[src/rtl/bcd_operand_entry.sv]
// Operand entry for the decimal adder: three pushbuttons are synchronised, debounced
// and edge-detected, and they step two BCD digit registers. The A and B buttons auto-repeat.
module bcd_operand_entry #(
  parameter int DB_CYCLES    = 400000,
  parameter int REPEAT_DELAY = 20000000,
  parameter int REPEAT_RATE  = 8000000
) (
  input  logic       clk,
  input  logic       rst_n,
  input  logic       btn_a,
  input  logic       btn_b,
  input  logic       btn_clr,
  output logic [3:0] A,
  output logic [3:0] B,
  output logic       upd
);

  localparam int NUM_BTN = 3;
  localparam int NUM_REP = 2;
  localparam int DBW     = (DB_CYCLES > 1) ? $clog2(DB_CYCLES) : 1;
  localparam int RMAX    = (REPEAT_DELAY > REPEAT_RATE) ? REPEAT_DELAY : REPEAT_RATE;
  localparam int RCW     = (RMAX > 1) ? $clog2(RMAX) : 1;

  typedef enum logic [1:0] {IDLE, HOLD, RPT} rep_state_t;

  logic [NUM_BTN-1:0] raw;
  logic [NUM_BTN-1:0] press;
  logic [NUM_REP-1:0] db;
  logic [NUM_REP-1:0] inc;
  logic               clr;

  assign raw = {btn_clr, btn_b, btn_a};

  // Per button: 2-FF synchroniser, stable-count debounce, rising-edge detect.
  for (genvar i = 0; i < NUM_BTN; i++) begin : g_btn
    localparam logic [DBW-1:0] DB_LAST = DBW'(DB_CYCLES - 1);
    logic [1:0]     sync_q;
    logic [DBW-1:0] cnt;
    logic           db_q;
    logic           db_d;

    always_ff @(posedge clk or negedge rst_n) begin
      if (!rst_n) begin
        sync_q <= '0;
        cnt    <= '0;
        db_q   <= 1'b0;
        db_d   <= 1'b0;
      end else begin
        sync_q <= {sync_q[0], raw[i]};
        db_d   <= db_q;
        if (sync_q[1] == db_q) begin
          cnt <= '0;
        end else if (cnt == DB_LAST) begin
          db_q <= sync_q[1];
          cnt  <= '0;
        end else begin
          cnt <= cnt + 1'b1;
        end
      end
    end

    assign press[i] = db_q & ~db_d;

    if (i < NUM_REP) begin : g_db
      assign db[i] = db_q;
    end
  end

  // Auto-repeat for the increment buttons; inc is registered, one cycle after press.
  for (genvar i = 0; i < NUM_REP; i++) begin : g_rep
    localparam logic [RCW-1:0] DLY_LAST  = RCW'(REPEAT_DELAY - 1);
    localparam logic [RCW-1:0] RATE_LAST = RCW'(REPEAT_RATE - 1);
    rep_state_t     st, st_n;
    logic [RCW-1:0] cnt, cnt_n;
    logic           inc_q, inc_n;

    always_ff @(posedge clk or negedge rst_n) begin
      if (!rst_n) begin
        st    <= IDLE;
        cnt   <= '0;
        inc_q <= 1'b0;
      end else begin
        st    <= st_n;
        cnt   <= cnt_n;
        inc_q <= inc_n;
      end
    end

    always_comb begin
      st_n  = st;
      cnt_n = cnt;
      inc_n = 1'b0;
      case (st)
        IDLE: begin
          if (press[i]) begin
            st_n  = HOLD;
            inc_n = 1'b1;
            cnt_n = '0;
          end
        end
        HOLD: begin
          if (!db[i]) begin
            st_n  = IDLE;
            cnt_n = '0;
          end else if (cnt == DLY_LAST) begin
            st_n  = RPT;
            inc_n = 1'b1;
            cnt_n = '0;
          end else begin
            cnt_n = cnt + 1'b1;
          end
        end
        RPT: begin
          if (!db[i]) begin
            st_n  = IDLE;
            cnt_n = '0;
          end else if (cnt == RATE_LAST) begin
            inc_n = 1'b1;
            cnt_n = '0;
          end else begin
            cnt_n = cnt + 1'b1;
          end
        end
        default: begin
          st_n  = IDLE;
          cnt_n = '0;
        end
      endcase
    end

    assign inc[i] = inc_q;
  end

  // Clear is delayed one cycle so it lines up with the registered inc pulses.
  always_ff @(posedge clk or negedge rst_n) begin
    if (!rst_n) clr <= 1'b0;
    else        clr <= press[2];
  end

  always_ff @(posedge clk or negedge rst_n) begin
    if (!rst_n) begin
      A   <= 4'd0;
      B   <= 4'd0;
      upd <= 1'b0;
    end else begin
      upd <= clr | (|inc);
      if (clr) begin
        A <= 4'd0;
        B <= 4'd0;
      end else begin
        if (inc[0]) A <= (A >= 4'd9) ? 4'd0 : A + 4'd1;
        if (inc[1]) B <= (B >= 4'd9) ? 4'd0 : B + 4'd1;
      end
    end
  end

endmodule

[config.mk]
export PLATFORM = sky130hd
export DESIGN_NAME = bcd_operand_entry
export DESIGN_NICKNAME = d
export VERILOG_FILES = /design/src/rtl/bcd_operand_entry.sv
export SDC_FILE = /design/constraint.sdc
export NUM_CORES = 1
export LEC_CHECK = 0
export BUFFER_PORTS_ARGS = -buffer_cell sky130_fd_sc_hd__clkbuf_2
export CAP_MARGIN = 30
export CELL_PAD_IN_SITES_DETAIL_PLACEMENT = 1
export CELL_PAD_IN_SITES_GLOBAL_PLACEMENT = 1
export CORE_ASPECT_RATIO = 0.9
export CORE_MARGIN = 2
export CORE_UTILIZATION = 45
export DETAILED_ROUTE_END_ITERATION = 7
export PLACE_DENSITY_LB_ADDON = 0.08
export SYNTH_ARGS = -nofsm -noshare
export SYNTH_HDL_FRONTEND = slang
export SYNTH_SLANG_ARGS = --single-unit
[constraint.sdc]
create_clock -name clk -period 2.1 [get_ports clk]
set_clock_uncertainty 0.05 [all_clocks]
set_input_delay 0.315 -clock clk [delete_from_list [all_inputs] [get_ports clk]]
set_output_delay 0.315 -clock clk [all_outputs]
set_load 0.01 [all_outputs]
Yosys cells after proc, flatten, opt, wreduce, memory -nomap -nowiden:

Cells that the tools add are included.

* $add $sub $neg: 7
* multipliers: 0
* divide/modulo/power cells: 0
* order comparisons: 2
* equal/unequal tests: 20
* shift operators: 0
* mux-type cells: 46
* bitwise logic cells: 10
* reductions and logical operators: 10

Operator list (count)
* $mux 25: 10
* $pmux 25 s3: 2
* $mux 19: 6
* $add 19x1->19 const B: 3
* $eq 19x19->1 const B: 3
* $add 25x1->25 const B: 2
* $eq 25x23->1 const B: 2
* $eq 25x25->1 const B: 2
* $mux 4: 6
* $mux 2: 8
* $pmux 2 s3: 2
* $mux 1: 10
* $add 4x1->4 const B: 2
* $ge 4x4->1 const B: 2
* $ne 2x2->1 const B: 4
* $ne 3x3->1 const B: 2
* $not 1->1: 6
* $pmux 1 s3: 2
* $reduce_and 2->1: 3
* $reduce_and 3->1: 2
* $eq 2x1->1 const B: 2
* $eq 2x2->1 const B: 2
* $logic_not 2->1: 2
* $reduce_bool 2->1: 2
* 4 further kinds: 8

* register bits after elaboration: 135
* latch bits: 0
* memory bits (writable): 0
* memory bits (read-only): 0
* input port bits: 5
* output and inout bits: 9
* logic and storage cells: 117
* memories kept: 0

Depth between registers and ports, before layout:

Gate-level depths: netlist (run 1).

* word-level depth: 4
* depth in mapped cells: 9
* mapped depth without buffers: 8

Least setup slack after synthesis (run 1):

Ideal clock, no wire load.

* path kind: reg2reg
* start: register g_rep[1].cnt[0]
* end: register g_rep[1].cnt[23]
* library setup time: 0.119 ns
* arrival: 1.842 ns
* data required time: 1.931 ns
* path slack: 0.089 ns
* cell stages (with the launch flop): 10
* path buffers: 2
* clock period less this slack: 2.011 ns
* cells stage by stage: dfrtp_1 ha_1 and4_4 nand4_2 nor4_4 o22a_4 and2_4 buf_12 buf_12 nor2_1

* word-level cells in the longest chain between the ends: 4

RTL lines
* start, declared: line 74 `logic [RCW-1:0] cnt, cnt_n;`
* start signal, assigned: line 84 `cnt <= cnt_n;`
* $add 25x1->25 (tied with other cells): line 110, 121
* $mux 25, on equally long branches: line 117, 105
* $mux 25, on equally long branches: line 114, 102
* $pmux 25 s3 *: line 93 `case (st)`

Every way passes the cells marked *; elsewhere a longest branch is shown, timed or not.
A chain may end at the register's enable or synchronous reset.

Worst setup path after layout (run 1):

* start: register g_rep[1].cnt[1]
* end: register g_rep[1].cnt[0]

* word-level cells in the longest chain between the ends: 4

RTL lines (line)
* $eq 25x23->1 / $eq 25x25->1 (equally long branches): 117, 105
* $mux 25, on equally long branches: 117, 105
* $mux 25, on equally long branches: 114, 102
* $pmux 25 s3 *: 93

Marks and branches as above.

==> impl_metrics.json, run 1 <==
{
  "post_route_cells_drive_above_1_share_pct": 15.9,
  "placementRows": 42,
  "final_common_cell": "sky130_fd_sc_hd__dfrtp_1",
  "pwr_density_cell_nw_per_um2": 724,
  "chain_of_cells_forming_the_critical_path": "ha_4 > and4_4 > nand4_4 > nor4_4 > o22a_4 > nor2_2 > mux2_2",
  "setup.worst_path.start_class": "flop",
  "grt_util_met3_pct": 4.15,
  "cts-root-to-sink-buffers": 2,
  "ys_seq_area_share_pct": 49.6,
  "nNetsFinal": 754,
  "syn-num-nets": 700,
  "post_synth_inst_count": 676,
  "global_route.peak_usage_layer": "met2",
  "cts-buffers-inserted": 17,
  "timing.critical_path.max_delay_family": "simple AND/OR/NAND/NOR gates",
  "run_status": "finished clean",
  "layout.filler_cells": 1627,
  "synth.cell_area_um2": 6810,
  "grt_pass1_wl_um": 26300,
  "crit_path_max_incr_delay_ns": 0.41,
  "top_level_ports": 14,
  "chipWidth_um": 134,
  "timing.critical_path.slowest_stage_cell": "sky130_fd_sc_hd__dfrtp_2",
  "maximum_fanout_count_along_the_critical_path": 5,
  "core_area_um2": 14800,
  "drt_pass1_iterations": 4,
  "grt_antenna_before_repair": 0,
  "finalSetupViolCount": 0,
  "routabilityCongestion": 0.777,
  "p_leak_nw": 3.71,
  "h-tree-depth": 4,
  "die_y_um": 121,
  "min_period_over_period_pct": 99.4,
  "cts_num_sinks": 135,
  "register_to_register_path_setup_slack_ns": 0.01,
  "drt_wl_total_um": 15400,
  "slew_worst_pin_ns": 0.466,
  "buf_inv_on_cp": 0,
  "unrepaired_setup_endpoints_after_global_routing": "true",
  "maxSlewHeadroom_pct": 68.7,
  "number_of_vias_in_the_routed_layout": 5055,
  "vias_per_cell": 5.38,
  "post_drt_wl_per_cell_um": 16.4,
  "floorplan.initialDensity_pct": 46.1,
  "yosys_most_used_dff": "sky130_fd_sc_hd__dfrtp_1",
  "grt_pass1_vias": 5405,
  "min_period_ns": 2.09,
  "place.detailed.hpwl_um": 10300,
  "io_buffers": 13,
  "drc_errors": 0,
  "critPathRequiredTime_ns": 2.35,
  "worst_setup_path_end_kind": "flop",
  "yosys_register_bits": 135,
  "path_clk_slew_ns": 0.06,
  "arrival_ns": 2.34,
  "max_freq_ghz": 0.479,
  "crit_type": "reg -> reg",
  "clk-insertion-delay-late_ns": 0.42,
  "detailedRoute.firstIterationViolations": 203,
  "maxCapViolCount": 0,
  "post_synth.cell_area_avg_um2": 10.1,
  "n_antenna_cell": 0,
  "globalRouteMet1Util_pct": 26.9,
  "total_congestion_overflow": 0,
  "finalHoldViolations": 0,
  "areaGrowthSynthToFinish_pct": 18.1,
  "fin_total_pwr_w": 0.00582,
  "maxSlewViolCount": 0,
  "timing.hold.worst.class": "reg -> reg",
  "cts_root_buffer": "sky130_fd_sc_hd__clkbuf_16",
  "cts_tree": "yes",
  "synth_enable_flop_cells": 0,
  "grt_start_max_net_pins": 38,
  "grt_use_total_pct": 20.6,
  "holdWs_ns": 0.304,
  "yosys.cell_types.count": 56,
  "dieArea_um2": 16100,
  "groute.layer.met2.usage_pct": 34.8,
  "count_of_yosys_warnings_during_synthesis": 0,
  "synthArstFlopShare_pct": 100,
  "antenna_left": 0,
  "mostFrequentLayoutCells": "133 x sky130_fd_sc_hd__dfrtp_1, 114 x sky130_fd_sc_hd__nor2_1, 65 x sky130_fd_sc_hd__xor2_1, 52 x sky130_fd_sc_hd__nand3_1, 46 x sky130_fd_sc_hd__nand2_1",
  "worst_ir_drop_vdd_v": 0.000532
}
## routing by layer
metal	wire length [um]	vias to the layer above	share of wire, %
met1	7130	2561	46
met4	214	0	1.4
met5	0	-	0
li1	-	2443	-
met3	333	16	2.2
met2	7750	35	50
## final timing paths
path,start,to,cells past startpoint
worst max-delay path,g_rep[1].cnt[1]$_DFFE_PN0P_,g_rep[1].cnt[0]$_DFFE_PN0P_,7
worst min register to register,g_btn[2].sync_q[0]$_DFF_PN0_,g_btn[2].sync_q[1]$_DFF_PN0_,0
worst min-delay path,g_btn[2].sync_q[0]$_DFF_PN0_,g_btn[2].sync_q[1]$_DFF_PN0_,0
max in group asynchronous,rst_n,g_rep[1].cnt[1]$_DFFE_PN0P_,3
worst max register to register,g_rep[1].cnt[1]$_DFFE_PN0P_,g_rep[1].cnt[0]$_DFFE_PN0P_,7
min in group asynchronous,rst_n,g_btn[0].cnt[2]$_DFF_PN0_,2
## Yosys cell counts (all sizes together), types with 6 or more instances
cell type  count  area share (%)
ha            19             3.5
a21oi         11            0.81
o21ai         20             1.5
nand4         25             2.4
nand2         46             2.5
nor3b          6            0.83
and4          10             1.3
nor3          16             1.2
dfrtp        135              50
and3          23             2.2
mux2           9             1.5
nor2b          9            0.83
buf           13             1.7
xnor2         24             3.1
and2           9            0.86
nand3         52             3.8
clkbuf         6            0.33
inv           14            0.77
nor2         118             6.6
a22o          11             1.4
xor2          65             8.4
## kinds of logic after synthesis
logic type	Yosys count	synth area share (%)
simple gates	339	25.8
flops	135	49.6
xor+xnor	89	11.5
compound gates	51	5.24
buf+inv	33	2.78
fa+ha+maj	19	3.49
mux	10	1.64
## timing repair
item                                    4_1_cts  5_1_grt
setup buffers                                 1        5
hold buffers                                  4        0
gates resized for setup                       2       20
pin swaps                                     3        9
gates cloned                                  2        1
endpoints found under the setup margin       47       37
endpoints found under the hold margin        36        0
## cell type report
class | instances | area (um2) | area share [%]
Sequential cell | 135 | 3380 | 42.1
Multi-Input combinational cell | 511 | 3340 | 41.6
Clock buffer | 22 | 474 | 5.90
Timing Repair Buffer | 51 | 417 | 5.19
Tap cell | 198 | 248 | 3.08
Clock inverter | 8 | 123 | 1.53
Inverter | 14 | 52.6 | 0.654
## flip-flops by register name, indices dropped and copies added (netlist names), 2 cells and up
register and count:
g_btn.cnt 57, g_rep.cnt 50, g_btn.sync_q 6, A 4, B 4, g_rep.st 4
g_btn.db_d 3, g_btn.db_q 3, g_rep.inc_q 2
## report_power, final
group,leakage (nW),internal [W],switching [W],total [W]
clock,0.284,0.00194,0.00110,0.00305
combinational,1.57,0.0000431,0.0000863,0.000129
sequential,1.86,0.00262,0.0000208,0.00264
## per-stage QoR
step	setup slack (ns)	std cells	TNS (ns)	util (%)	area (um2)
floorplan	0.0895	676	0	-	6810
global placement	0.0550	896	0	49.1	7250
detailed placement	-0.0575	896	-0.503	49.1	7250
CTS	0.0275	933	0	53.6	7920
global route	-0.0744	939	-0.679	54.4	8030
finish	0.0119	939	0	54.4	8030
(Power assumes the default switching activity.)
==> run 2: changes to the inputs <==
--- a/config.mk
+++ b/config.mk
@@ -11,3 +11,2 @@
 export CELL_PAD_IN_SITES_GLOBAL_PLACEMENT = 1
-export CORE_ASPECT_RATIO = 0.9
 export CORE_MARGIN = 2
--- a/constraint.sdc
+++ b/constraint.sdc
@@ -4,2 +4,2 @@
 set_output_delay 0.315 -clock clk [all_outputs]
-set_load 0.01 [all_outputs]
+set_load 0.05 [all_outputs]
==> impl_metrics.json, run 2 (same netlist as run 1, synthesis figures left out) <==
{
  "run_status": "finished clean",
  "nNetsFinal": 744,
  "io_buffers": 13,
  "top_level_ports": 14,
  "pwr_density_cell_nw_per_um2": 741,
  "register_to_register_path_setup_slack_ns": 0.05,
  "drt_wl_total_um": 14600,
  "total_congestion_overflow": 0,
  "registers.top_by_ff_count": "g_btn.cnt",
  "grt_antenna_before_repair": 0,
  "h-tree-depth": 4,
  "chipWidth_um": 127,
  "share_comb_of_total_power_pct": 2.1,
  "cts_num_sinks": 135,
  "placementRows": 44,
  "min_period_ns": 2.05,
  "cts_tree": "yes",
  "grt_pass1_vias": 5253,
  "critPathRequiredTime_ns": 2.35,
  "worst_setup_path_end_kind": "flop",
  "routabilityCongestion": 0.811,
  "path_clk_slew_ns": 0.06,
  "setup.worst_path.end": "g_rep[1].cnt[0]$_DFFE_PN0P_",
  "maximum_fanout_count_along_the_critical_path": 5,
  "final_common_cell": "sky130_fd_sc_hd__dfrtp_1",
  "maxSlewHeadroom_pct": 69.2,
  "antenna_left": 0,
  "place.detailed.hpwl_um": 10000,
  "dieArea_um2": 16100,
  "reg_top3": "g_btn.cnt: 57 flops, g_rep.cnt: 50 flops, g_btn.sync_q: 6 flops",
  "cts-root-to-sink-buffers": 2,
  "grt_use_total_pct": 19.6,
  "floorplan.initialDensity_pct": 46.5,
  "grt_pass1_wl_um": 25500,
  "slew_worst_pin_ns": 0.458,
  "setup.worst_path.start_class": "flop",
  "clockPowerShare_pct": 52.7,
  "setup_tns_ns": 0,
  "switching_share_pct": 21.0,
  "post_route_cells_drive_above_1_share_pct": 13.9,
  "min_period_over_period_pct": 97.8,
  "crit_type": "reg -> reg",
  "maxCapViolCount": 0,
  "core_area_um2": 14600,
  "switching_power_w": 0.00123,
  "cts_root_buffer": "sky130_fd_sc_hd__clkbuf_16",
  "mostFrequentLayoutCells": "134 x sky130_fd_sc_hd__dfrtp_1, 115 x sky130_fd_sc_hd__nor2_1, 65 x sky130_fd_sc_hd__xor2_1, 52 x sky130_fd_sc_hd__nand3_1, 46 x sky130_fd_sc_hd__nand2_1",
  "fin_total_pwr_w": 0.00585,
  "arrival_ns": 2.31,
  "drc_errors": 0,
  "n_antenna_cell": 0,
  "layout.filler_cells": 1616,
  "post_drt_wl_per_cell_um": 15.9,
  "worst_setup_path_startpoint": "g_rep[1].cnt[14]$_DFFE_PN0P_",
  "cts-buffers-inserted": 17,
  "grt_start_max_net_pins": 56,
  "cts_setup_buffers": 0,
  "regArea_um2": 3380,
  "holdWs_ns": 0.301,
  "clk-insertion-delay-late_ns": 0.42,
  "r2r_end": "g_rep[1].cnt[0]$_DFFE_PN0P_",
  "timing.hold.worst.class": "reg -> reg",
  "finalHoldViolations": 0,
  "drt_pass1_iterations": 4,
  "power_report.internal_total_w": 0.00462,
  "max_freq_ghz": 0.487,
  "maxSlewViolCount": 0,
  "area_taken_by_multi_input_logic_gates_um2": 3280,
  "worst_ir_drop_vdd_v": 0.000566,
  "vias_per_cell": 5.42,
  "timing.rr.start": "g_rep[1].cnt[14]$_DFFE_PN0P_",
  "reg2regPathDepth": 6,
  "seqPwrFrac_pct": 45.2,
  "largest_register_ffs": 57,
  "finalSetupViolCount": 0,
  "detailedRoute.firstIterationViolations": 141,
  "p_leak_nw": 3.66,
  "areaGrowthSynthToFinish_pct": 16.1,
  "die_y_um": 127,
  "number_of_vias_in_the_routed_layout": 4971
}
[run 2: cell type report]
cell class	count	area share, %
multi-input combinational	509	41.5
inverter	14	0.665
clock inverter	11	1.85
timing repair buffer	43	4.36
tap	184	2.91
sequential	135	42.8
clock buffer	21	5.96
[run 2: how the worst min path moves through the flow]
stage	start	end	slack, ns	depth (start not counted)
after floorplan	rst_n	A[0]$_DFFE_PN0P_	-0.03	0
after global placement	rst_n	B[3]$_DFFE_PN0P_	0.18	1
after detailed placement	rst_n	B[0]$_DFFE_PN0P_	0.18	1
after CTS	g_btn[2].sync_q[0]$_DFF_PN0_	g_btn[2].sync_q[1]$_DFF_PN0_	0.31	0
after global routing	g_btn[2].sync_q[0]$_DFF_PN0_	g_btn[2].sync_q[1]$_DFF_PN0_	0.31	0
final	g_btn[2].sync_q[0]$_DFF_PN0_	g_btn[2].sync_q[1]$_DFF_PN0_	0.30	0
[run 2: per-layer routing]
layer / part of all wire [%] / global-route usage, % / vias to the layer above / wire [um]
li1: - / - / 2419 / -
met1: 47 / 25.1 / 2496 / 6810
met2: 50 / 33.1 / 42 / 7300
met3: 2.5 / 4.94 / 14 / 359
met4: 0.99 / 5.69 / 0 / 145
met5: 0 / 0 / - / 0
[run 2: repair_timing]
action | CTS | global route
pin swaps | 1 | 1
setup endpoints to repair | 22 | 39
endpoints found under the hold margin | 34 | 0
hold buffers | 4 | 0
gates cloned | 0 | 1
gates resized for setup | 0 | 6
[run 2: power groups by stage]
stage                     Clock, W  Combinational [W]  Sequential, W
after global placement           0           0.000121        0.00269
after global routing       0.00328           0.000143        0.00265
after detailed placement         0           0.000125        0.00269
after CTS                  0.00318           0.000131        0.00264
final                      0.00309           0.000123        0.00264
after floorplan                  0          0.0000428        0.00268
[run 2: worst max-delay path: stages, from the launching register on]
cell,delay (ns)
sky130_fd_sc_hd__dfrtp_1,0.41
sky130_fd_sc_hd__nor3_1,0.40
sky130_fd_sc_hd__nand4_4,0.17
sky130_fd_sc_hd__nor4_4,0.28
sky130_fd_sc_hd__o22a_4,0.24
sky130_fd_sc_hd__nor2_1,0.10
sky130_fd_sc_hd__mux2_2,0.29
[run 2: through the flow]
step                      setup WS, ns  cells  utilization [%]  cell area [um2]
after floorplan                 0.0675    676                -             6810
after global placement          0.0844    880             49.2             7200
after detailed placement       -0.0486    880             49.2             7200
after CTS                       0.0589    916             53.7             7860
after global routing           -0.0650    917             53.9             7900
final                           0.0455    917             53.9             7900
==> run 3: changes to the inputs <==
Settings changed: BUFFER_PORTS_ARGS -buffer_cell sky130_fd_sc_hd__clkbuf_2 to unset, CORE_UTILIZATION 45 to 46, DONT_BUFFER_PORTS set to 1.
==> impl_metrics.json, run 3 (same netlist as run 1, synthesis figures left out) <==
{
  "run_status": "finished with violations",
  "violations_in_the_final_reports": "negative hold slack",
  "finalSetupViolCount": 0,
  "postPlaceCellArea_um2": 7150,
  "antenna_left": 0,
  "path_clk_slew_ns": 0.06,
  "cts-root-to-sink-buffers": 2,
  "total_congestion_overflow": 0,
  "layout.cell_area.non_filler_um2": 7930,
  "io_buffers": 0,
  "number_of_vias_in_the_routed_layout": 4998,
  "cts-buffers-inserted": 17,
  "cts_root_buffer": "sky130_fd_sc_hd__clkbuf_16",
  "layout.cells.non_filler": 915,
  "drt_pass1_iterations": 4,
  "dieArea_um2": 15800,
  "place.detailed.hpwl_um": 9830,
  "grt_start_max_net_pins": 136,
  "p_leak_nw": 3.67,
  "core_area_um2": 14500,
  "min_period_ns": 2.03,
  "unrepaired_setup_endpoints_after_global_routing": "true",
  "postCtsHoldBufs": 3,
  "setup.worst_path.start_class": "flop",
  "nNetsFinal": 742,
  "grt_antenna_before_repair": 0,
  "worst_setup_path_end_kind": "flop",
  "fin_total_pwr_w": 0.00569,
  "critPathRequiredTime_ns": 2.36,
  "grt_use_total_pct": 20.5,
  "maxSlewViolCount": 0,
  "timing.hold.worst.class": "in -> async",
  "setup_tns_ns": 0,
  "arrival_ns": 2.30,
  "cts_num_sinks": 135,
  "slew_worst_pin_ns": 0.578,
  "chipWidth_um": 126,
  "holdWs_ns": -0.462,
  "registers.top_by_ff_count": "g_btn.cnt",
  "maxCapViolCount": 0,
  "top_level_ports": 14,
  "floorplan.initialDensity_pct": 47.0,
  "finalHoldViolations": 135,
  "routabilityCongestion": 0.773,
  "final_util_pct": 54.8,
  "reg_top3": "g_btn.cnt: 57 flops, g_rep.cnt: 50 flops, g_btn.sync_q: 6 flops",
  "pwr_density_cell_nw_per_um2": 717,
  "min_period_over_period_pct": 96.7,
  "clk-insertion-delay-late_ns": 0.43,
  "largest_register_ffs": 57,
  "maximum_fanout_count_along_the_critical_path": 5,
  "maxSlewHeadroom_pct": 61.4,
  "final_common_cell": "sky130_fd_sc_hd__dfrtp_1",
  "crit_type": "reg -> reg",
  "grt_pass1_vias": 5447,
  "max_freq_ghz": 0.492,
  "worst_ir_drop_vdd_v": 0.000558,
  "post_route_cells_drive_above_1_share_pct": 15.2,
  "die_y_um": 126,
  "n_antenna_cell": 0,
  "areaGrowthSynthToFinish_pct": 16.5,
  "drc_errors": 0,
  "placed_cells": 871,
  "h-tree-depth": 4,
  "post_drt_wl_per_cell_um": 16.4,
  "mostFrequentLayoutCells": "133 x sky130_fd_sc_hd__dfrtp_1, 114 x sky130_fd_sc_hd__nor2_1, 65 x sky130_fd_sc_hd__xor2_1, 52 x sky130_fd_sc_hd__nand3_1, 46 x sky130_fd_sc_hd__nand2_1",
  "grt_pass1_wl_um": 26200,
  "cts_tree": "yes",
  "timing.rr.start": "g_rep[1].cnt[0]$_DFFE_PN0P_",
  "detailedRoute.firstIterationViolations": 200,
  "drt_wl_total_um": 15000,
  "placementRows": 44,
  "worst_setup_path_startpoint": "g_rep[1].cnt[0]$_DFFE_PN0P_",
  "vias_per_cell": 5.46
}
## run 3: cell count changes in the layout (fill, tap and decap cells not counted), sizes merged
cell / previous run / this run
and2: 9 / 10
clkinvlp: 2 / 1
clkinv: 5 / 7
inv: 15 / 17
clkbuf: 33 / 19
buf: 27 / 37
bufinv: 3 / 2
dlygate4sd3: 4 / 3
## run 3: final timing paths
path | end | slack, ns | cells after the start
worst min-delay path | B[3]$_DFFE_PN0P_ | -0.46 | 0
min in group clk | g_btn[2].sync_q[1]$_DFF_PN0_ | 0.31 | 0
max in group asynchronous | g_rep[1].cnt[9]$_DFFE_PN0P_ | 2.27 | 0
worst max register to register | g_rep[1].cnt[0]$_DFFE_PN0P_ | 0.07 | 7
worst max-delay path | g_rep[1].cnt[0]$_DFFE_PN0P_ | 0.07 | 7
worst min register to register | g_btn[2].sync_q[1]$_DFF_PN0_ | 0.31 | 0
## run 3: worst max-delay path, cell delays in order (launching register included)
cell,delay [ns]
sky130_fd_sc_hd__dfrtp_1,0.41
sky130_fd_sc_hd__ha_4,0.16
sky130_fd_sc_hd__and4_4,0.27
sky130_fd_sc_hd__nand4_4,0.10
sky130_fd_sc_hd__nor4_4,0.32
sky130_fd_sc_hd__o22a_4,0.25
sky130_fd_sc_hd__nor2_2,0.07
sky130_fd_sc_hd__mux2_2,0.28
## run 3: cell type report
class                      count  area [um2]
fill                        1581        6550
clock inverter                13         144
multi-input combinational    510        3330
clock buffer                  19         453
inverter                      14        52.6
timing repair buffer          40         337
tap                          184         230
sequential                   135        3380
## run 3: what timing repair did
item	4_1_cts	5_1_grt
endpoints found under the setup margin	19	51
pin swaps	2	10
buffers inserted	0	7
resized for setup	1	21
hold endpoints to repair	138	135
gates cloned	2	0
## run 3: routing by layer
metal / vias to the layer above / routed length (um) / GRT usage, %
li1: 2408 / - / -
met1: 2528 / 6890 / 25.8
met2: 39 / 7470 / 34.5
met3: 23 / 307 / 4.59
met4: 0 / 306 / 7.91
met5: - / 0 / 0
## run 3: metrics by stage
step / setup WS, ns / hold WS [ns]
CTS: 0.0342 / -0.489
detailed placement: -0.0284 / -0.0279
finish: 0.0693 / -0.462
global placement: 0.0913 / -0.0279
global route: -0.0343 / -0.484
floorplan: 0.0675 / -0.0306
## run 3: report_power, final
part / internal, W / switching (W)
combinational: 0.0000272 / 0.0000337
clock: 0.00182 / 0.00116
sequential: 0.00262 / 0.0000215
total: 0.00447 / 0.00122
